**config.mk**
```make
export PLATFORM = sky130hd
export DESIGN_NAME = nivel_sensor_cond
export DESIGN_NICKNAME = d
export VERILOG_FILES = /design/src/rtl/nivel_pkg.sv /design/src/rtl/nivel_debounce.sv /design/src/rtl/nivel_sensor_cond.sv
export SDC_FILE = /design/constraint.sdc
export NUM_CORES = 1
export LEC_CHECK = 0
export CORE_MARGIN = 2
export CORE_UTILIZATION = 30
export CTS_CLUSTER_DIAMETER = 150
export CTS_CLUSTER_SIZE = 16
export DETAILED_ROUTE_END_ITERATION = 12
export PLACE_DENSITY_LB_ADDON = 0.1
export RECOVER_POWER = 50
export SLEW_MARGIN = 20
export SYNTH_ARGS = -nofsm -noshare
export SYNTH_HDL_FRONTEND = slang
export SYNTH_SLANG_ARGS = --single-unit
export TNS_END_PERCENT = 50
```
**constraint.sdc**
```tcl
create_clock -name clk -period 2.6 [get_ports clk]
set_input_delay 0.52 -clock clk [delete_from_list [all_inputs] [get_ports clk]]
set_output_delay 0.52 -clock clk [all_outputs]
set_load 0.02 [all_outputs]
```
**src/rtl/nivel_pkg.sv**
```systemverilog
// nivel_pkg: shared FSM states, valid level codes and code check for nivel_sensor_cond
package nivel_pkg;

    typedef enum logic [1:0] {
        INIT    = 2'd0,
        OK      = 2'd1,
        SUSPECT = 2'd2,
        FAULT   = 2'd3
    } nivel_state_t;

    // Physically consistent thermometer codes {Nv2,Nv1,Nv0}
    localparam logic [2:0] NV_EMPTY = 3'b000;
    localparam logic [2:0] NV_LOW   = 3'b001;
    localparam logic [2:0] NV_MID   = 3'b011;
    localparam logic [2:0] NV_FULL  = 3'b111;

    function automatic logic is_valid_code(input logic [2:0] code);
        return (code == NV_EMPTY) || (code == NV_LOW) || (code == NV_MID) || (code == NV_FULL);
    endfunction

endpackage

```
**src/rtl/nivel_debounce.sv**
```systemverilog
// nivel_debounce: one float-switch probe, optional 2-flop synchroniser (NIVEL_SYNC_EN) then debounce counter
module nivel_debounce
    import nivel_pkg::*;
#(
    parameter int DEBOUNCE_CYCLES = 8
) (
    input  logic clk,
    input  logic reset,
    input  logic raw,
    output logic db
);

    localparam int CW = $clog2(DEBOUNCE_CYCLES + 1);

    logic          sample;
    logic [CW-1:0] cnt;

`ifdef NIVEL_SYNC_EN
    logic [1:0] sync;

    // two-flop synchroniser for the asynchronous probe input
    always_ff @(posedge clk or posedge reset) begin
        if (reset)
            sync <= '0;
        else
            sync <= {sync[0], raw};
    end

    assign sample = sync[1];
`else
    assign sample = raw;
`endif

    // flip the debounced value once DEBOUNCE_CYCLES consecutive samples disagree with it
    always_ff @(posedge clk or posedge reset) begin
        if (reset) begin
            cnt <= '0;
            db  <= 1'b0;
        end else if (sample == db) begin
            cnt <= '0;
        end else if (cnt >= CW'(DEBOUNCE_CYCLES - 1)) begin
            db  <= sample;
            cnt <= '0;
        end else begin
            cnt <= cnt + CW'(1);
        end
    end

endmodule

```
**src/rtl/nivel_sensor_cond.sv**
```systemverilog
// nivel_sensor_cond: debounces the three reservoir probes and publishes only consistent level codes
// Optional synchroniser stage enabled by defining NIVEL_SYNC_EN.
module nivel_sensor_cond
    import nivel_pkg::*;
#(
    parameter int DEBOUNCE_CYCLES = 8,
    parameter int FAULT_CYCLES    = 16
) (
    input  logic clk,
    input  logic reset,
    input  logic s0_raw,
    input  logic s1_raw,
    input  logic s2_raw,
    output logic Nv0,
    output logic Nv1,
    output logic Nv2,
    output logic lvl_valid,
    output logic lvl_err,
    output logic lvl_chg
);

    // INIT waits out the full input pipeline so the first code seen is settled
`ifdef NIVEL_SYNC_EN
    localparam int INIT_CYCLES = DEBOUNCE_CYCLES + 2;
`else
    localparam int INIT_CYCLES = DEBOUNCE_CYCLES;
`endif
    localparam int TW = $clog2(INIT_CYCLES + 1);
    localparam int FW = $clog2(FAULT_CYCLES + 1);

    nivel_state_t  state;
    logic [TW-1:0] tmr;
    logic [FW-1:0] fcnt;
    logic [FW-1:0] rcnt;
    logic [2:0]    nv;
    logic [2:0]    code;
    logic          code_ok;

    nivel_debounce #(.DEBOUNCE_CYCLES(DEBOUNCE_CYCLES)) u_db0 (
        .clk   (clk),
        .reset (reset),
        .raw   (s0_raw),
        .db    (code[0])
    );

    nivel_debounce #(.DEBOUNCE_CYCLES(DEBOUNCE_CYCLES)) u_db1 (
        .clk   (clk),
        .reset (reset),
        .raw   (s1_raw),
        .db    (code[1])
    );

    nivel_debounce #(.DEBOUNCE_CYCLES(DEBOUNCE_CYCLES)) u_db2 (
        .clk   (clk),
        .reset (reset),
        .raw   (s2_raw),
        .db    (code[2])
    );

    assign code_ok = is_valid_code(code);
    assign Nv0     = nv[0];
    assign Nv1     = nv[1];
    assign Nv2     = nv[2];

    // supervisory FSM: publish valid codes, hold through short inconsistencies, latch persistent faults
    always_ff @(posedge clk or posedge reset) begin
        if (reset) begin
            state     <= INIT;
            tmr       <= '0;
            fcnt      <= '0;
            rcnt      <= '0;
            nv        <= NV_EMPTY;
            lvl_valid <= 1'b0;
            lvl_err   <= 1'b0;
            lvl_chg   <= 1'b0;
        end else begin
            lvl_chg <= 1'b0;
            case (state)
                INIT: begin
                    if (tmr >= TW'(INIT_CYCLES - 1)) begin
                        tmr <= '0;
                        if (code_ok) begin
                            state     <= OK;
                            nv        <= code;
                            lvl_valid <= 1'b1;
                            lvl_chg   <= 1'b1;
                        end else begin
                            state <= SUSPECT;
                            fcnt  <= FW'(1);
                        end
                    end else begin
                        tmr <= tmr + TW'(1);
                    end
                end
                OK: begin
                    if (!code_ok) begin
                        state     <= SUSPECT;
                        fcnt      <= FW'(1);
                        lvl_valid <= 1'b0;
                    end else if (code != nv) begin
                        nv      <= code;
                        lvl_chg <= 1'b1;
                    end
                end
                SUSPECT: begin
                    if (code_ok) begin
                        state     <= OK;
                        fcnt      <= '0;
                        lvl_valid <= 1'b1;
                        nv        <= code;
                        lvl_chg   <= (code != nv);
                    end else if (fcnt >= FW'(FAULT_CYCLES - 1)) begin
                        state   <= FAULT;
                        fcnt    <= '0;
                        rcnt    <= '0;
                        lvl_err <= 1'b1;
                    end else begin
                        fcnt <= fcnt + FW'(1);
                    end
                end
                FAULT: begin
                    if (!code_ok) begin
                        rcnt <= '0;
                    end else if (rcnt >= FW'(FAULT_CYCLES - 1)) begin
                        state     <= OK;
                        rcnt      <= '0;
                        lvl_err   <= 1'b0;
                        lvl_valid <= 1'b1;
                        nv        <= code;
                        lvl_chg   <= 1'b1;
                    end else begin
                        rcnt <= rcnt + FW'(1);
                    end
                end
                default: state <= INIT;
            endcase
        end
    end

endmodule

```
==> flow_metrics.env <==
export IMPL_run_status="finished clean"
export IMPL_die_w_um=84.2
export IMPL_route_detailed_drc=0
export IMPL_leakage_uw=0.00100
export IMPL_syn_area_um2=1930
export IMPL_cts_buffers_inserted=5
export IMPL_setup_viol=0
export IMPL_synth_edf_count=0
export IMPL_hpwl_um=2570
export IMPL_cp_common_cell="ha_1"
export IMPL_critPathMaxFanout=4
export IMPL_cts_resized=0
export IMPL_rsz0062_at_grt="false"
export IMPL_grt_max_degree=38
export IMPL_via_count=1342
export IMPL_crit_path_cell_trace="ha_1 > and3_1 > ha_1 > nor3_1 > a21boi_0 > o211ai_1 > mux2_2"
export IMPL_synthTopCellsByArea="dfrtp_1, ha_1, mux2_2"
export IMPL_wl_um=3590
export IMPL_async_flop_share_pct=100
export IMPL_io_pin_count=11
export IMPL_grt_use_met3_pct=3.24
export IMPL_syn_area_per_cell_um2=10.6
export IMPL_startpoint_type="flip-flop"
export IMPL_wl_per_cell_um=13.1
export IMPL_hold_path_class="reg -> reg"
export IMPL_busiest_layer="met2"
export IMPL_rows=29
export IMPL_clock_latency_ns=0.30
export IMPL_clockBufferDepth=2
export IMPL_dieArea_um2=7090
export IMPL_grt_overflow=0
export IMPL_met2_usage_pct=16.5
export IMPL_worst_pin_slew_ns=0.926
export IMPL_cpPeakStageDelay_ns=0.41
export IMPL_p_per_area_nw_per_um2=1210
export IMPL_core_area_um2=6280
export IMPL_synth_main_ff_cell="dfrtp_1"
export IMPL_diodes=0
export IMPL_cts_root_buf="clkbuf_8"
export IMPL_synth_top_cell_by_area="dfrtp_1"
export IMPL_whs_endpoint="u_db0.cnt[0]"
export IMPL_postPlaceCellArea_um2=2110
export IMPL_yosysSeqAreaShare_pct=48.0
export IMPL_use_met1_pct=15.0
export IMPL_ys_warn_count=0
export IMPL_rr_endpoint="nv[2]"
export IMPL_yosys_cell_types_count=48
export IMPL_drt_iter0_markers=94
export IMPL_clock_sinks=37
export IMPL_rrSetupSlack_ns=0.46
export IMPL_cp_required_ns=2.78
export IMPL_ant_nets=0
export IMPL_antenna_found_initial=0
export IMPL_fillers=638
export IMPL_synth_fp_nets=200
export IMPL_holdPathStages=1
export IMPL_slew_violations=0
export IMPL_cap_violations=0
export IMPL_cts_tree="done"
export IMPL_min_delay_start="u_db0.cnt[0]"
export IMPL_start_util_pct=30.8
export IMPL_first_pass_iters=4
export IMPL_area_growth_pct=13.9
export IMPL_cp_top_family="simple AND/OR/NAND/NOR gates"
export IMPL_fin_nets=214
export IMPL_syn_instance_count=182
export IMPL_setup_tns_ns=0
export IMPL_relSlewSlack_pct=38.3
export IMPL_postCtsSetupBuffers=0
export IMPL_irDropWorstVdd_mv=0.431
export IMPL_critPathKind="reg -> reg"
export IMPL_grt_pass1_wl_um=6320
export IMPL_grt_usage_pct=11.0
export IMPL_finalCritPeriodShare_pct=82.2
export IMPL_port_buffers=10
export IMPL_htreeDepth=2
export IMPL_max_clock_freq_mhz=468
export IMPL_gp_congestion=0.753
export IMPL_synth_seq_cells=37
export IMPL_crit_buf_inv=0
export IMPL_drive_above_1_share_pct=12.7
export IMPL_arrival_ns=2.32
export IMPL_clk_transition_reported_paths_ns=0.09
export IMPL_reg2reg_depth=7
export IMPL_die_y_um=84.2
export IMPL_viasPerCell=4.90
export IMPL_design_area_um2=2200
export IMPL_crit_slowest_cell="dfrtp_1"
export IMPL_rr_startpoint="rcnt[0]"
export IMPL_fin_crit_ns=2.14
export IMPL_grt_pass1_vias=1341
export IMPL_finClkSkew_ns=0.00896
export IMPL_hold_buffers=0
export IMPL_hold_viol=0
export IMPL_end_kind="flip-flop"
export IMPL_synth_top_cell_area_share_pct=48.0
[through the flow]
stage	setup WS [ns]	hold slack [ns]	utilization, %	total power (uW)	std cells
4_1_cts	0.441	0.467	35.1	2690	274
3_5_place_dp	0.435	0.453	33.6	2240	266
3_3_place_gp	0.479	0.442	33.6	2210	266
5_1_grt	0.280	0.484	35.0	2890	274
6_report	0.464	0.465	35.0	2660	274
2_1_floorplan	0.621	0.431	-	1960	182
[layer usage]
layer | wire [um] | vias to the layer above
met3 | 118 | 5
met4 | 51 | 0
met2 | 1640 | 20
met1 | 1790 | 644
met5 | 0 | -
li1 | - | 673
[cell usage after synthesis (2+ instances only)]
| library cell | instances |
|---|---|
| a211oi_1 | 2 |
| mux2i_1 | 2 |
| xor2_1 | 3 |
| nand2_1 | 13 |
| and2b_4 | 2 |
| dfrtp_1 | 37 |
| a21oi_1 | 9 |
| o21ai_0 | 5 |
| clkbuf_1 | 3 |
| nor2_1 | 20 |
| nor3_1 | 3 |
| ha_1 | 13 |
| a21boi_0 | 2 |
| nand3_1 | 8 |
| mux2_2 | 8 |
| xnor2_1 | 4 |
| nand4_1 | 3 |
| and3_1 | 4 |
| buf_6 | 2 |
| inv_1 | 10 |
| nor2b_1 | 2 |
[cell usage in the layout (no fill, tap or decap), types with 2 or more instances in the layout]
master	instances
a211oi_1	2
xor2_1	3
nor2_1	20
inv_1	10
dlygate4sd3_1	2
nand3_1	8
and3_1	4
a21boi_0	2
mux2_2	8
nor3_1	3
nand2_1	13
o21ai_0	5
clkdlybuf4s50_1	8
ha_1	13
xnor2_1	4
dfrtp_1	37
clkbuf_8	5
and2b_4	2
mux2i_1	2
a21oi_1	9
nand4_1	3
nor2b_1	2
[worst max-delay path by stage]
stage / start / end / slack [ns] / cells after the start
6_report: rcnt[0] / nv[2] / 0.46 / 7
4_1_cts: rcnt[0] / nv[2] / 0.44 / 7
2_1_floorplan: rcnt[0] / nv[0] / 0.62 / 7
5_1_grt: rcnt[0] / nv[2] / 0.28 / 7
3_5_place_dp: rcnt[0] / nv[2] / 0.44 / 7
3_3_place_gp: rcnt[0] / nv[0] / 0.48 / 7
[layout make-up]
cell class | instances | area [um^2] | area share [%]
clock buffers | 5 | 68.8 | 3.13
inverters | 10 | 37.5 | 1.71
clock inverters | 3 | 25.0 | 1.14
multi-input cells | 130 | 933 | 42.4
well taps | 77 | 96.3 | 4.38
repair buffers | 12 | 113 | 5.12
flip-flops and latches | 37 | 926 | 42.1
[worst reg2reg max path, delay by kind of cell, from the launching register on]
| family | cells | cell delay [ns] |
|---|---|---|
| adders and majority gates | 2 | 0.41 |
| and+or+nand+nor | 2 | 0.48 |
| AOI/OAI and AO/OA | 2 | 0.34 |
| DFF | 1 | 0.41 |
| muxes | 1 | 0.38 |
[registers in the layout (all words and copies together) (netlist names)]
signal     count
fcnt           5
lvl_chg        1
lvl_err        1
lvl_valid      1
nv             3
rcnt           5
state          2
tmr            4
u_db0.cnt      4
u_db0.db       1
u_db1.cnt      4
u_db1.db       1
u_db2.cnt      4
u_db2.db       1
[where the power goes]
group | internal (uW) | total [uW] | switching, uW
clock | 194 | 427 | 234
sequential | 773 | 972 | 199
combinational | 581 | 1260 | 676
[cells by family (layout without fill, tap and decap cells)]
family | Yosys count | after routing | synth area share, %
and+or+nand+nor | 64 | 64 | 16.7
xor gates and xnor gates | 7 | 7 | 3.18
AOI/OAI and AO/OA | 35 | 35 | 13.5
buffers and inverters | 15 | 30 | 3.69
DFF | 37 | 37 | 48.0
adders and majority gates | 13 | 13 | 8.43
muxes | 11 | 11 | 6.48
Note: power is estimated with default switching activity, not from simulation.
